$ cat src/rtl/decode_seq_pkg.sv
// Shared opcodes, writeback selects and FSM state encodings for the sequencer.
// Paired opcodes compare ir[15:12]; ir[11] then selects the 2-word immediate form.
package decode_seq_pkg;

    localparam logic [4:0] OPC_NOP  = 5'b00000;
    localparam logic [3:0] OPC_LSx  = 4'b0001;
    localparam logic [3:0] OPC_ADD  = 4'b0010;
    localparam logic [3:0] OPC_SUB  = 4'b0011;
    localparam logic [3:0] OPC_MOV  = 4'b0100;
    localparam logic [3:0] OPC_MAS  = 4'b0101;
    localparam logic [4:0] OPC_JMPR = 5'b01100;
    localparam logic [4:0] OPC_JMPI = 5'b01101;
    localparam logic [4:0] OPC_RTN  = 5'b01110;
    localparam logic [4:0] OPC_CALL = 5'b01111;
    localparam logic [3:0] OPC_CMP  = 4'b1000;
    localparam logic [4:0] OPC_STP  = 5'b11111;

    localparam logic [2:0] WB_RS  = 3'b000;
    localparam logic [2:0] WB_PC  = 3'b001;
    localparam logic [2:0] WB_N   = 3'b010;
    localparam logic [2:0] WB_ALU = 3'b100;
    localparam logic [2:0] WB_MAS = 3'b101;

    typedef enum logic [1:0] {
        ST_FETCH = 2'd0,
        ST_EXEC  = 2'd1,
        ST_HALT  = 2'd2
    } state_t;

    typedef struct packed {
        logic       rd_wen;
        logic       push_up;
        logic       move_fp;
        logic [2:0] wb_sel;
    } strobe_t;

endpackage

$ cat src/rtl/decode_seq_nextpc.sv
// Combinational decode of one instruction word: next pc, halt request and
// the register-file / stack strobes it implies.
module decode_seq_nextpc
    import decode_seq_pkg::*;
#(
    parameter int W      = 16,
    parameter int SKIP_W = 2
) (
    input  logic [W-1:0] ir,
    input  logic [W-1:0] nr,
    input  logic [W-1:0] pc,
    input  logic [W-1:0] rddata,
    input  logic         cond,
    output logic [W-1:0] next_pc,
    output logic         halt_req,
    output logic         rd_wen,
    output logic         push_up,
    output logic         move_fp,
    output logic [2:0]   wb_sel
);

    logic [4:0]   op;
    logic [3:0]   grp;
    logic [W-1:0] pc1;
    logic [W-1:0] seq;
    logic [W-1:0] skip;
    logic         unused_ir;
    strobe_t      s;

    assign op        = ir[15:11];
    assign grp       = ir[15:12];
    assign pc1       = pc + W'(1);
    assign seq       = pc1 + W'(ir[11]);
    assign skip      = seq + W'(ir[SKIP_W-1:0]);
    assign unused_ir = ^ir;

    always_comb begin
        s        = '0;
        next_pc  = pc1;
        halt_req = 1'b0;
        unique case (1'b1)
            op == OPC_NOP: next_pc = pc1;
            grp == OPC_LSx,
            grp == OPC_ADD,
            grp == OPC_SUB: begin
                next_pc  = seq;
                s.rd_wen = 1'b1;
                s.wb_sel = WB_ALU;
            end
            grp == OPC_MOV: begin
                next_pc  = seq;
                s.rd_wen = 1'b1;
                s.wb_sel = ir[11] ? WB_N : WB_RS;
            end
            grp == OPC_MAS: begin
                next_pc  = seq;
                s.rd_wen = 1'b1;
                s.wb_sel = WB_MAS;
            end
            op == OPC_JMPR: next_pc = rddata;
            op == OPC_JMPI: next_pc = nr;
            op == OPC_CALL: begin
                next_pc   = nr;
                s.push_up = 1'b1;
                s.rd_wen  = 1'b1;
                s.wb_sel  = WB_PC;
            end
            op == OPC_RTN: begin
                next_pc   = rddata;
                s.move_fp = 1'b1;
                s.push_up = 1'b1;
            end
            grp == OPC_CMP: next_pc = cond ? skip : pc1;
            // STP and every unassigned opcode park the core on this pc
            default: begin
                next_pc  = pc;
                halt_req = 1'b1;
            end
        endcase
    end

    assign rd_wen  = s.rd_wen;
    assign push_up = s.push_up;
    assign move_fp = s.move_fp;
    assign wb_sel  = s.wb_sel;

endmodule

$ cat src/rtl/decode_seq.sv
// Instruction sequencer: owns pc, runs the FETCH/EXEC/HALT loop and
// registers the one-cycle strobes produced by the decoder.
module decode_seq
    import decode_seq_pkg::*;
#(
    parameter int           W        = 16,
    parameter int           SKIP_W   = 2,
    parameter logic [W-1:0] RESET_PC = '0
) (
    input  logic         clk,
    input  logic         reset,
    input  logic [W-1:0] instr,
    input  logic [W-1:0] N,
    input  logic         mem_valid,
    input  logic         cond,
    input  logic [W-1:0] rddata,
    input  logic         run,
    output logic         fetch_req,
    output logic [W-1:0] instr_addr1,
    output logic [W-1:0] instr_addr2,
    output logic [W-1:0] pc,
    output logic         rd_wen,
    output logic         push_up,
    output logic         move_fp,
    output logic [2:0]   wb_sel,
    output logic         halted
);

    state_t       state;
    logic [W-1:0] pc_q;
    logic [W-1:0] ir;
    logic [W-1:0] nr;
    logic         fetch_q;
    logic         halted_q;
    strobe_t      stb_q;
    strobe_t      dec_stb;
    logic [W-1:0] dec_ir;
    logic [W-1:0] next_pc;
    logic         halt_req;

    // Strobes are captured as EXEC is entered, so decode the word on the bus
    // during FETCH and the latched word during EXEC.
    assign dec_ir = (state == ST_EXEC) ? ir : instr;

    decode_seq_nextpc #(
        .W      (W),
        .SKIP_W (SKIP_W)
    ) u_nextpc (
        .ir       (dec_ir),
        .nr       (nr),
        .pc       (pc_q),
        .rddata   (rddata),
        .cond     (cond),
        .next_pc  (next_pc),
        .halt_req (halt_req),
        .rd_wen   (dec_stb.rd_wen),
        .push_up  (dec_stb.push_up),
        .move_fp  (dec_stb.move_fp),
        .wb_sel   (dec_stb.wb_sel)
    );

    always_ff @(posedge clk) begin
        if (reset) begin
            state    <= ST_FETCH;
            pc_q     <= RESET_PC;
            ir       <= '0;
            nr       <= '0;
            fetch_q  <= 1'b0;
            halted_q <= 1'b0;
            stb_q    <= '0;
        end else begin
            stb_q <= '0;
            unique case (state)
                ST_FETCH: begin
                    fetch_q <= 1'b1;
                    if (fetch_q && mem_valid) begin
                        ir      <= instr;
                        nr      <= N;
                        fetch_q <= 1'b0;
                        stb_q   <= dec_stb;
                        state   <= ST_EXEC;
                    end
                end
                ST_EXEC: begin
                    if (halt_req) begin
                        halted_q <= 1'b1;
                        state    <= ST_HALT;
                    end else begin
                        pc_q    <= next_pc;
                        fetch_q <= 1'b1;
                        state   <= ST_FETCH;
                    end
                end
                ST_HALT: begin
                    if (run) begin
                        pc_q     <= pc_q + W'(1);
                        halted_q <= 1'b0;
                        fetch_q  <= 1'b1;
                        state    <= ST_FETCH;
                    end
                end
                default: state <= ST_FETCH;
            endcase
        end
    end

    assign fetch_req   = fetch_q;
    assign pc          = pc_q;
    assign instr_addr1 = pc_q;
    assign instr_addr2 = pc_q + W'(1);
    assign rd_wen      = stb_q.rd_wen;
    assign push_up     = stb_q.push_up;
    assign move_fp     = stb_q.move_fp;
    assign wb_sel      = stb_q.wb_sel;
    assign halted      = halted_q;

endmodule

$ cat config.mk
export PLATFORM = sky130hd
export DESIGN_NAME = decode_seq
export DESIGN_NICKNAME = d
export VERILOG_FILES = /design/src/rtl/decode_seq_pkg.sv /design/src/rtl/decode_seq_nextpc.sv /design/src/rtl/decode_seq.sv
export SDC_FILE = /design/constraint.sdc
export NUM_CORES = 1
export LEC_CHECK = 0
export BUFFER_PORTS_ARGS = -buffer_cell sky130_fd_sc_hd__buf_2
export CAP_MARGIN = 5
export CORE_ASPECT_RATIO = 2
export CORE_MARGIN = 8
export CORE_UTILIZATION = 57
export CTS_CLUSTER_DIAMETER = 200
export DETAILED_ROUTE_END_ITERATION = 6
export PLACE_DENSITY = 0.83
export SETUP_SLACK_MARGIN = 0.15
export SYNTH_ARGS = -nofsm -noshare
export SYNTH_HDL_FRONTEND = slang
export SYNTH_SLANG_ARGS = --single-unit
$ cat constraint.sdc
create_clock -name clk -period 9.6 [get_ports clk]
set_input_delay 0.96 -clock clk [delete_from_list [all_inputs] [get_ports clk]]
set_output_delay 0.96 -clock clk [all_outputs]
set_load 0.02 [all_outputs]
### Word-level counts from Yosys, hierarchy flattened

Cells that the tools add are included.

* word-level logic and storage cells: 72
* bits of input ports: 53
* output and inout port bits: 56
* register bits after elaboration: 58

* bitwise logic cells: 2
* reductions and logical operators: 18
* multiplexer cells: 22
* add/sub/neg operators: 3
* equality and inequality tests: 17

Operator list (count)
* $pmux W16 S5: 1
* $mux W16: 4
* $pmux W16 S2: 1
* $eq A5 B4 Y1 const B: 4
* $add A16 B1 Y16: 1
* $add A16 B1 Y16 const B: 1
* $add A16 B2 Y16: 1
* $pmux W3 S4: 1
* $reduce_or A11 Y1: 1
* $eq A4 B2 Y1 const B: 2
* $eq A4 B3 Y1 const B: 2
* $mux W1: 8
* $mux W2: 4
* $ne A2 B2 Y1 const B: 4
* $ne A6 B4 Y1 const B: 1
* $pmux W2 S3: 1
* $reduce_and A3 Y1: 2
* $reduce_or A2 Y1: 3
* $reduce_or A3 Y1: 2
* $reduce_or A6 Y1: 1
* $logic_not A5 Y1: 1
* $reduce_or A5 Y1: 1
* $eq A4 B1 Y1 const B: 1
* $eq A4 B4 Y1 const B: 1
* other kinds (11): 13

### Depth between registers and ports, before layout

* depth in word-level cells: 8
* depth in mapped cells: 17
* depth with buffers taken out: 15

### Modules after synthesis

A second synthesis with hierarchy kept.

* cells, all modules: 701
* area, all modules: 5227.5 sq um

By module, submodules not included
* decode_seq: seq. area each 1161.1 sq um, cells each 376, instances 1, area each 3081.7 sq um
* decode_seq_nextpc: seq. area each 0.0 sq um, cells each 325, instances 1, area each 2145.8 sq um

### Least setup slack after synthesis

No wires, ideal clock.

* path type: input -> register
* start: input port instr[11]
* end: register pc_q[10], in the netlist instr_addr1[10]
* required time: 9.483 ns
* arrival: 3.816 ns
* slack: 5.666 ns
* stages: 13
* buffers on the path: 1
* library setup time: 0.117 ns
* cell sequence: mux2i_4 -> inv_1 -> clkbuf_1 -> ha_1 -> ha_1 -> inv_1 -> fa_1 -> nor3b_2 -> nand4_2 -> nor3_1 -> and3_1 -> o211ai_1 -> a32o_1

* longest elaborated chain between the ends: 7
* elaborated cells between the ends (all ways): 18
* classes of those cells: add/sub (2); eq/ne (6); mux (5); reduce/logical (5)

Ends and longest elaborated chain
* from (decl): line decode_seq.sv:12 `input logic [W-1:0] instr,`
* $mux W16 *: line decode_seq.sv:43 `assign dec_ir = (state == ST_EXEC) ? ir : instr;`
* $add A16 B1 Y16: line decode_seq_nextpc.sv:33 `assign seq = pc1 + W'(ir[11]);`
* $add A16 B2 Y16: line decode_seq_nextpc.sv:34 `assign skip = seq + W'(ir[SKIP_W-1:0]);`
* $mux W16: line decode_seq_nextpc.sv:73 `grp == OPC_CMP: next_pc = cond ? skip : pc1;`
* $pmux W16 S5: line decode_seq_nextpc.sv:41 `unique case (1'b1)`
* $mux W16: line decode_seq.sv:85 `if (halt_req) begin`
* $pmux W16 S2: line decode_seq.sv:73 `unique case (state)`
* to (signal assigned): line decode_seq.sv:89 `pc_q <= next_pc;`
* to (signal assigned): line decode_seq.sv:96 `pc_q <= pc_q + W'(1);`
* to (decl): line decode_seq.sv:30 `logic [W-1:0] pc_q;`

Every way passes the cells marked *; elsewhere a longest branch is shown, timed or not. The select of a mux whose other input is x is not followed.
A chain may end at the register's enable or synchronous reset.

### Worst setup path in the final report

* start: register state[1]
* end: register pc_q[8], in the netlist instr_addr1[8]

* longest elaborated chain between the ends: 8
* elaborated cells between the ends (all ways): 29
* classes of those cells: add/sub (2); eq/ne (15); mux (5); reduce/logical (7)

Ends and longest elaborated chain
* from (decl): line decode_seq.sv:29 `state_t state;`
* from (signal assigned): line decode_seq.sv:64 `state <= ST_FETCH;`
* from (signal assigned): line decode_seq.sv:81 `state <= ST_EXEC;`
* from (signal assigned): line decode_seq.sv:87 `state <= ST_HALT;`
* $eq A2 B1 Y1: line decode_seq.sv:43, decode_seq.sv:73
* $mux W16: line decode_seq.sv:43
* $add A16 B1 Y16: line decode_seq_nextpc.sv:33
* $add A16 B2 Y16: line decode_seq_nextpc.sv:34
* $mux W16: line decode_seq_nextpc.sv:73
* $pmux W16 S5: line decode_seq_nextpc.sv:41
* $mux W16: line decode_seq.sv:85
* $pmux W16 S2: line decode_seq.sv:73

Parallel ways exist; a longest one is shown, timed or not. The select of a mux whose other input is x is not followed.

==> results.py <==
metrics = {
    "status": {
        "status": "finished clean",
    },
    "clock_tree": {
        "cts_tree": "built",
        "path_clk_slew_ns": 0.08,
        "numCtsBuffers": 5,
        "htree_num_levels": 2,
        "clock_latency_ns": 0.31,
        "cts_root_buf": "clkbuf_16",
        "post_cts_buffers": 0,
        "cts_hold_buf": 0,
        "clock_path_buffers": 2,
        "ctsResizeCount": 0,
        "cts.sinks": 49,
    },
    "route": {
        "drt.antenna.violating_nets": 0,
        "drtIter0Drc": 479,
        "first_pass_iters": 5,
        "dr_total_vias": 4621,
        "via_per_inst": 6.31,
        "wire_per_inst_microns": 18.8,
        "route.detailed.drc": 0,
        "drt-total-wl_microns": 13800,
    },
    "grt": {
        "globalRouteOverflowTotal": 0,
        "gr-usage-all-layers": 0.249,
        "grt_pass1_vias": 4435,
        "use_met3": 0.0513,
        "gr-usage-met2": 0.414,
        "grt_pass1_wl_microns": 22100,
        "grt_max_degree": 45,
        "use_met1": 0.279,
        "busiest_layer": "met2",
        "grt_antenna_before_repair": 0,
    },
    "timing": {
        "period_minus_slack_ns": 5.52,
        "finClkSkew_ns": 0.0130,
        "hold_viol": 0,
        "tightest_slew_ns": 1.04,
        "setup_viol": 0,
        "drv_slew": 0,
        "fmax_ghz": 0.181,
        "period_share": 0.575,
        "rsz0062_at_grt": "no",
        "tns_ns": 0,
        "max-slew-margin-rel": 0.290,
    },
    "worst_setup_path": {
        "reg2reg_depth": 15,
        "crit_chain": "inv_1 > ha_1 > mux2i_4 > inv_1 > ha_1 > ha_1 > o21ai_0 > o21ai_0 > a22oi_1 > mux2i_1 > nand4_2 > a21oi_1 > nor2_1 > a2111oi_0 > nor4_1",
        "cp.required_ns": 9.75,
        "crit_path_max_incr_delay_ns": 0.83,
        "crit_top_cell": "ha_1",
        "critPathMaxFanout": 18,
        "start_kind": "register",
        "critical_path_arrival_ns": 5.67,
        "crit_path_end_kind": "register",
        "crit_type": "reg2reg",
        "cp_slowest_cell": "a2111oi_0",
    },
    "final_layout": {
        "drive_gt1_frac": 0.238,
        "final_cells": 732,
        "antennaDiodeCount": 0,
        "layout_common_cells": "buf_2, nand2_1, a21oi_1",
        "fillers": 686,
        "area_growth_pct": 11.1,
        "nNetsFinal": 701,
        "final_common_cell": "buf_2",
    },
    "floorplan": {
        "core_sq_um": 7490,
        "die_w_microns": 77.6,
        "dieArea_sq_um": 10800,
        "io_pins": 109,
        "initial_utilization": 0.577,
        "row_count": 45,
        "die_y_microns": 139,
    },
    "synthesis": {
        "synth_area_leaders": "dfxtp_1, nand2_1, a21oi_1",
        "synthCells": 584,
        "synth.distinct_cells": 83,
        "syn_nets": 647,
        "ys.flop_type": "dfxtp_1",
        "synthArstFlopShare": 0,
        "syn-cell-area_sq_um": 4320,
        "synth_top_area_frac": 0.227,
        "yosysWarnings": 0,
        "synth-edff-count": 0,
        "synth-seq-cells": 49,
        "syn_avg_cell_area_sq_um": 7.40,
        "ys_seq_area_frac": 0.227,
        "yosysTopAreaCell": "dfxtp_1",
    },
    "power_and_ir_drop": {
        "report.power.total_uw": 639,
        "powerDensity_nw_per_um2": 133,
        "vdd_drop_max_mv": 0.102,
        "p_leak_nw": 1.90,
    },
    "worst_hold_path": {
        "hp-class": "reg2reg",
        "hold_depth": 2,
    },
    "placed_design": {
        "placed_cells": 725,
        "dp_hpwl_microns": 9940,
        "portBuffers": 99,
        "gp_congestion": 0.919,
    },
    "flow_run": {
        "maxCapViolCount": 0,
    },
}
## metal layers
layer	vias up	wire, microns
met5	-	0
met3	50	982
met1	2131	5350
li1	2197	-
met4	0	653
met2	243	6810
## kinds of logic after synthesis
group / after synthesis / share of synthesized area
AO/OA/AOI/OAI: 157 / 0.238
adder cells (fa/ha/maj): 10 / 0.0307
AND/OR/NAND/NOR: 243 / 0.290
multiplexers: 18 / 0.0458
XOR/XNOR: 33 / 0.0765
flip-flops: 49 / 0.227
buffers and inverters: 74 / 0.0918
## stage by stage
stage	worst slack [ns]	hold WS, ns	utilization	cell area, sq um
2_1_floorplan	5.67	0.433	-	4320
3_3_place_gp	4.33	0.440	0.619	4640
3_5_place_dp	4.20	0.447	0.619	4640
4_1_cts	4.20	0.456	0.641	4800
5_1_grt	3.97	0.477	0.641	4800
6_report	4.08	0.455	0.641	4800
## worst max-delay path: cells and delay by family (launching register included)
kind,cells,cell delay (ns)
AO/OA/AOI/OAI,5,1.62
adder cells (fa/ha/maj),3,1.33
buffers and inverters,2,0.55
flip-flops,1,0.34
multiplexers,2,1.05
AND/OR/NAND/NOR,3,0.47
## state kept, by name (all words and copies together), names as in the netlist
signal,cells
state,2
push_up,1
nr,16
fetch_req,1
wb_sel,3
rd_wen,1
ir,7
move_fp,1
instr_addr1,16
halted,1
## cell type report
type | instances | area [sq um] | area share
tap | 94 | 118 | 0.0245
multi-input combinational | 461 | 2950 | 0.614
clock buffer | 5 | 125 | 0.0261
clock inverter | 2 | 38.8 | 0.00808
sequential | 49 | 981 | 0.204
timing repair buffer | 102 | 518 | 0.108
inverter | 19 | 71.3 | 0.0149
## path summary, 6_finish.rpt
kind	from	end	slack (ns)
setup / recovery	state[1]	instr_addr1[8]	4.08
hold / removal	nr[15]	nr[15]	0.45
setup reg to reg	state[1]	instr_addr1[8]	4.08
hold reg to reg	nr[15]	nr[15]	0.45
## cell usage after synthesis (5+ instances only)
library cell / count
nand3_1: 12
nor3_1: 17
dfxtp_1: 49
nand2b_1: 7
buf_2: 5
nand4_1: 5
inv_1: 19
nor4_1: 7
mux2i_1: 13
nor2_1: 45
a21oi_1: 57
xnor2_1: 23
a211oi_1: 9
o21ai_0: 26
clkbuf_1: 27
nand2_1: 98
buf_4: 17
a31oi_1: 5
ha_1: 9
xor2_1: 6
and2_1: 8
## where the power goes
part | internal (mW) | switching (mW) | total (mW)
sequential | 0.215 | 0.0182 | 0.233
clock | 0.123 | 0.0887 | 0.212
combinational | 0.0682 | 0.126 | 0.195
Power figures use the tool's default switching activity.
